--- src/rtl/uart_tx_interface.sv ---
// Transmit-side buffer between the Crypter and UART_TX: a small byte FIFO drained
// one byte at a time over a start/done handshake, with an optional trailing EOT byte.
module uart_tx_interface #(
  parameter int unsigned DEPTH    = 4,
  parameter int unsigned ADDR_W   = 2,
  parameter logic [7:0]  EOT_CHAR = 8'd4
) (
  input  logic       clk,
  input  logic       rst,
  input  logic       wr_en,
  input  logic [7:0] data_in,
  input  logic       send_eot,
  input  logic       tx_done_tick,
  output logic       tx_start,
  output logic [7:0] tx_data,
  output logic       full,
  output logic       busy,
  output logic       overflow,
  output logic       eot_sent
);

  localparam int unsigned CNT_W = ADDR_W + 1;

  typedef enum logic [1:0] {IDLE, START, WAIT_DONE} state_t;

  state_t            state, state_next;
  logic [7:0]        mem [DEPTH];
  logic [ADDR_W-1:0] wr_ptr, rd_ptr, wr_ptr_next, rd_ptr_next;
  logic [CNT_W-1:0]  count, count_next;
  logic              eot_pending, eot_pending_next;
  logic              is_eot, is_eot_next;
  logic              push, pop;
  logic              tx_start_next, full_next, busy_next, overflow_next, eot_sent_next;
  logic [7:0]        tx_data_next;

  // FIFO storage; contents are don't-care after reset since count gates every read
  always_ff @(posedge clk) begin
    if (push) mem[wr_ptr] <= data_in;
  end

  // Next-state and next-output logic for the FSM and FIFO bookkeeping
  always_comb begin
    state_next       = state;
    tx_data_next     = tx_data;
    tx_start_next    = 1'b0;
    eot_sent_next    = 1'b0;
    is_eot_next      = is_eot;
    eot_pending_next = eot_pending;
    pop              = 1'b0;
    push             = wr_en && !full && !eot_pending;
    overflow_next    = wr_en && (full || eot_pending);

    if (send_eot) eot_pending_next = 1'b1;

    case (state)
      IDLE: begin
        if (count != '0) begin
          pop           = 1'b1;
          tx_data_next  = mem[rd_ptr];
          tx_start_next = 1'b1;
          state_next    = START;
        end else if (eot_pending) begin
          tx_data_next     = EOT_CHAR;
          eot_pending_next = 1'b0;
          is_eot_next      = 1'b1;
          tx_start_next    = 1'b1;
          state_next       = START;
        end
      end
      START: state_next = WAIT_DONE;
      WAIT_DONE: begin
        if (tx_done_tick) begin
          state_next = IDLE;
          if (is_eot) begin
            eot_sent_next = 1'b1;
            is_eot_next   = 1'b0;
          end
        end
      end
      default: state_next = IDLE;
    endcase

    wr_ptr_next = push ? ADDR_W'(wr_ptr + 1'b1) : wr_ptr;
    rd_ptr_next = pop  ? ADDR_W'(rd_ptr + 1'b1) : rd_ptr;

    case ({push, pop})
      2'b10:   count_next = CNT_W'(count + 1'b1);
      2'b01:   count_next = CNT_W'(count - 1'b1);
      default: count_next = count;
    endcase

    full_next = (count_next == CNT_W'(DEPTH));
    busy_next = (state_next != IDLE) || (count_next != '0) || eot_pending_next;
  end

  // State and registered outputs
  always_ff @(posedge clk or negedge rst) begin
    if (!rst) begin
      state       <= IDLE;
      wr_ptr      <= '0;
      rd_ptr      <= '0;
      count       <= '0;
      eot_pending <= 1'b0;
      is_eot      <= 1'b0;
      tx_start    <= 1'b0;
      tx_data     <= 8'h00;
      full        <= 1'b0;
      busy        <= 1'b0;
      overflow    <= 1'b0;
      eot_sent    <= 1'b0;
    end else begin
      state       <= state_next;
      wr_ptr      <= wr_ptr_next;
      rd_ptr      <= rd_ptr_next;
      count       <= count_next;
      eot_pending <= eot_pending_next;
      is_eot      <= is_eot_next;
      tx_start    <= tx_start_next;
      tx_data     <= tx_data_next;
      full        <= full_next;
      busy        <= busy_next;
      overflow    <= overflow_next;
      eot_sent    <= eot_sent_next;
    end
  end

endmodule

--- config.mk ---
export PLATFORM = sky130hd
export DESIGN_NAME = uart_tx_interface
export DESIGN_NICKNAME = d
export VERILOG_FILES = /design/src/rtl/uart_tx_interface.sv
export SDC_FILE = /design/constraint.sdc
export NUM_CORES = 1
export LEC_CHECK = 0
export CAP_MARGIN = 5
export CORE_ASPECT_RATIO = 1.5
export CORE_MARGIN = 1.5
export CORE_UTILIZATION = 28
export CTS_CLUSTER_SIZE = 20
export DETAILED_ROUTE_END_ITERATION = 6
export PLACE_DENSITY = 0.49
export SLEW_MARGIN = 20
export SYNTH_ARGS = -nofsm -noshare
export SYNTH_HDL_FRONTEND = slang
export SYNTH_SLANG_ARGS = --single-unit
--- constraint.sdc ---
create_clock -name clk -period 2.1 [get_ports clk]
set_clock_uncertainty 0.1 [all_clocks]
set_input_delay 0.525 -clock clk [delete_from_list [all_inputs] [get_ports clk]]
set_output_delay 0.525 -clock clk [all_outputs]
set_load 0.01 [all_outputs]
==> results.md <==
* Fillers at ~720
* Max Slew Vio Count at 0
* Synth unique cells at 31
* Die Span Y at ~110 microns
* Pre-CTS setup slack at -563 ps
* Period minus WS final at 2110 ps
* Part of the power in registers at 0.383
* Clock power share at 0.202
* CTS tree: built
* Number of port buffers at 25
* Critical Setup Path Class: reg2reg
* Rows at 39
* Clk buf depth at 2
* Placement-stage cell area at 2770 sq um
* First-pass GRT wire length at between 6000 and 7000 microns
* Pin count of the biggest net entering global routing at 25
* Cells along the critical path: nor3_4 -> nor3_4 -> ha_4 -> inv_2 -> fa_1 -> xor2_1 -> nor2_2 -> xnor2_2 -> nand3_1
* Skew-Pair Late Insertion Delay at between 200 and 300 ps
* CP max FO at 3
* YS warnings at 0
* Setup-failing EPs final at 1
* Pwr/cell area at 1400 nW/um^2
* Starting DRT DRC Count at 52
* Failing checks: negative setup slack
* Arrival time at the worst endpoint at between 2000 and 2500 ps
* Status: complete, but fails checks
* Nets at between 150 and 200
* WP buf/inv at 1
* Sw frac at 0.319
* Htree depth at 2
* Slew @ Worst Pin at roughly 410 ps
* Critical path's slowest cell: dfrtp_1
* Vias in the first global route at between 1000 and 1500
* Vias at 1230
* Finished Core Util at 0.394
* Max-cap violations at 0
* Comb power frac at 0.415
* GRT Util Overall at 0.109
* Final Hold Vio Count at 0
* Syn avg cell area at around 17 sq um
* Initial antenna violation count at 0
* Layout area overhead at 35.8%
* GRT Residual Overflow at 0
* Period utilization at 1.00
* Io pins at 26
* Horiz. Die Dim at about 76 microns
* VDD IR max at roughly 0.00045 V
* Final worst slack at -9.80 ps
* Post-DR vias/cell at between 4 and 5
* Register area share after synthesis at 0.707
* Rel. slew slack at 0.727
* Mapped Cells at approximately 130
* Design area at 3000 sq um
* Overall power at roughly 0.0042 W
* CP startpoint kind: register
* Hold Path Class: reg2reg
* Critical Path Sink Type: register
* Proportion of layout cells with a drive suffix above 1 at 0.339
* CP most frequent cell: nor3_4
* Placer Congestion at 0.774
* Initial Util at 0.290
* Avg WL per Cell at roughly 14 microns
* ANT cells at 0
* CTS clk-pin slew, worst paths at 70 ps
* Sw Pwr at 0.00134 W
* Total internal power at ~0.0029 W
* CTS Hold Bufs at 0
* First-pass iteration count of the detailed router at 4
* RSZ-0062 raised after global routing: yes
* Seq cells post-synth at 56
* Drt total wl at around 4000 microns
* Antenna-violating nets left at 0
* Synthesized Nets at between 100 and 150
* Crit path required time at 2160 ps
* # DRC at 0
* CP max stage delay at around 400 ps
* Post-Syn Area at 2210 sq um
* CTS root buf: clkbuf_16
* Die area at ~8400 sq um
* CORE AREA at ~7600 sq um
* CP delay by family, top: simple AND/OR/NAND/NOR gates
* Clk sinks at 56
* CTS buffer count at 5
* Post-DP HPWL at 2970 microns
* Highest clock rate at between 400 and 500 MHz
* P_leak at roughly 1.1 nW
==> placed cells by master, fill, tap and decap left out, types with 3 or more instances in the layout <==
| cell | count |
|---|---|
| edfxtp_1 | 32 |
| dfrtp_1 | 24 |
| clkdlybuf4s50_1 | 24 |
| buf_4 | 18 |
| inv_1 | 7 |
| mux4_2 | 7 |
| a22o_2 | 7 |
| clkbuf_16 | 5 |
| and2_1 | 4 |
| ha_1 | 4 |
| buf_12 | 4 |
| a21oi_1 | 3 |
| xnor2_1 | 3 |
| inv_2 | 3 |
| nor2_2 | 3 |
| nor2_1 | 3 |
==> power by group through the flow <==
stage / Combinational (W) / Sequential, W / Clock, W
floorplan: 0.000966 / 0.00161 / 0
global placement: 0.00150 / 0.00161 / 0
detailed placement: 0.00155 / 0.00162 / 0
CTS: 0.00169 / 0.00161 / 0.000868
global route: 0.00190 / 0.00164 / 0.000904
finish: 0.00174 / 0.00160 / 0.000847
==> final cells by class <==
type / count / area [sq um] / share of cell area
Tap cell: 102 / 128 / 0.0425
Clock inverter: 3 / 26.3 / 0.00875
Multi-Input combinational cell: 59 / 659 / 0.220
Timing Repair Buffer: 47 / 464 / 0.155
Inverter: 10 / 37.5 / 0.0125
Clock buffer: 5 / 125 / 0.0417
Sequential cell: 56 / 1560 / 0.520
==> path summary, 6_finish.rpt <==
kind                       depth (start not counted)  slack, ps        from         end
setup reg to reg                                   9        -10    count[0]        busy
hold / removal                                     1        410  tx_data[3]  tx_data[3]
hold reg to reg                                    1        410  tx_data[3]  tx_data[3]
setup / recovery                                   9        -10    count[0]        busy
min in group asynchronous                          2        500         rst  tx_data[1]
max in group asynchronous                          2       1170         rst        busy
==> synth_stat cells <==
library cell / count / area (sq um)
and3_1: 1 / 6.26
nor3b_1: 1 / 7.51
buf_2: 1 / 5.00
nand3_1: 1 / 5.00
mux4_2: 7 / 158
edfxtp_1: 32 / 961
nor3_1: 3 / 15.0
nor2b_1: 2 / 12.5
o21ai_0: 1 / 5.00
fa_1: 1 / 20.0
or3_4: 1 / 11.3
and2_1: 4 / 25.0
dfrtp_1: 24 / 601
a31oi_1: 2 / 12.5
nor2_2: 1 / 6.26
clkbuf_2: 1 / 5.00
inv_2: 1 / 3.75
nor3b_2: 1 / 12.5
a22o_2: 7 / 70.1
nand2_1: 2 / 7.51
inv_1: 9 / 33.8
o21a_1: 1 / 7.51
o21ai_4: 1 / 16.3
ha_1: 5 / 62.6
nor2_1: 5 / 18.8
a21oi_1: 4 / 20.0
xor2_1: 2 / 17.5
mux2_2: 1 / 11.3
mux4_1: 1 / 26.3
buf_6: 1 / 11.3
xnor2_1: 4 / 35.0
==> worst register-to-register path: cells and delay by family, from the launching register on <==
| family | cells | cell delay [ps] |
|---|---|---|
| xor+xnor | 2 | 320 |
| simple gates | 4 | 590 |
| buf+inv | 1 | 30 |
| fa+ha+maj | 2 | 550 |
| flops | 1 | 400 |
==> through the flow <==
| stage | std cells | hold slack (ps) | TNS [ps] |
|---|---|---|---|
| after floorplan | 128 | 129 | -95.3 |
| after global placement | 268 | 395 | -1460 |
| after detailed placement | 268 | 393 | -3070 |
| after CTS | 281 | 413 | -33.8 |
| after global routing | 282 | 439 | -263 |
| final | 282 | 412 | -9.80 |
==> state kept, by name (all words and copies together) (netlist names) <==
register,count
tx_start,1
full,1
rd_ptr,2
busy,1
eot_pending,1
wr_ptr,2
tx_data,8
is_eot,1
eot_sent,1
count,3
overflow,1
mem,32
state,2
==> per-layer routing <==
metal	up-vias	GRT usage	wire [microns]	part of all wire
li1	569	-	-	-
met1	616	0.118	1550	0.38
met2	30	0.187	2190	0.54
met3	15	0.0253	125	0.031
met4	0	0.0619	180	0.044
met5	-	0	0	0
==> kinds of logic (layout without fill, tap and decap cells) <==
| group | after synthesis | count (layout) | share of synthesized area |
|---|---|---|---|
| fa+ha+maj | 6 | 6 | 0.0374 |
| xor+xnor | 6 | 6 | 0.0238 |
| mux | 9 | 9 | 0.0883 |
| buf+inv | 13 | 65 | 0.0266 |
| simple gates | 22 | 22 | 0.0578 |
| flops | 56 | 56 | 0.707 |
| compound gates | 16 | 16 | 0.0595 |
==> what timing repair did <==
item	4_1_cts	5_1_grt
hold endpoints to repair	0	0
pin swaps	5	3
endpoints found under the setup margin	4	3
resized for setup	6	4
buffers inserted	5	1
Note: power is estimated with default switching activity, not from simulation.
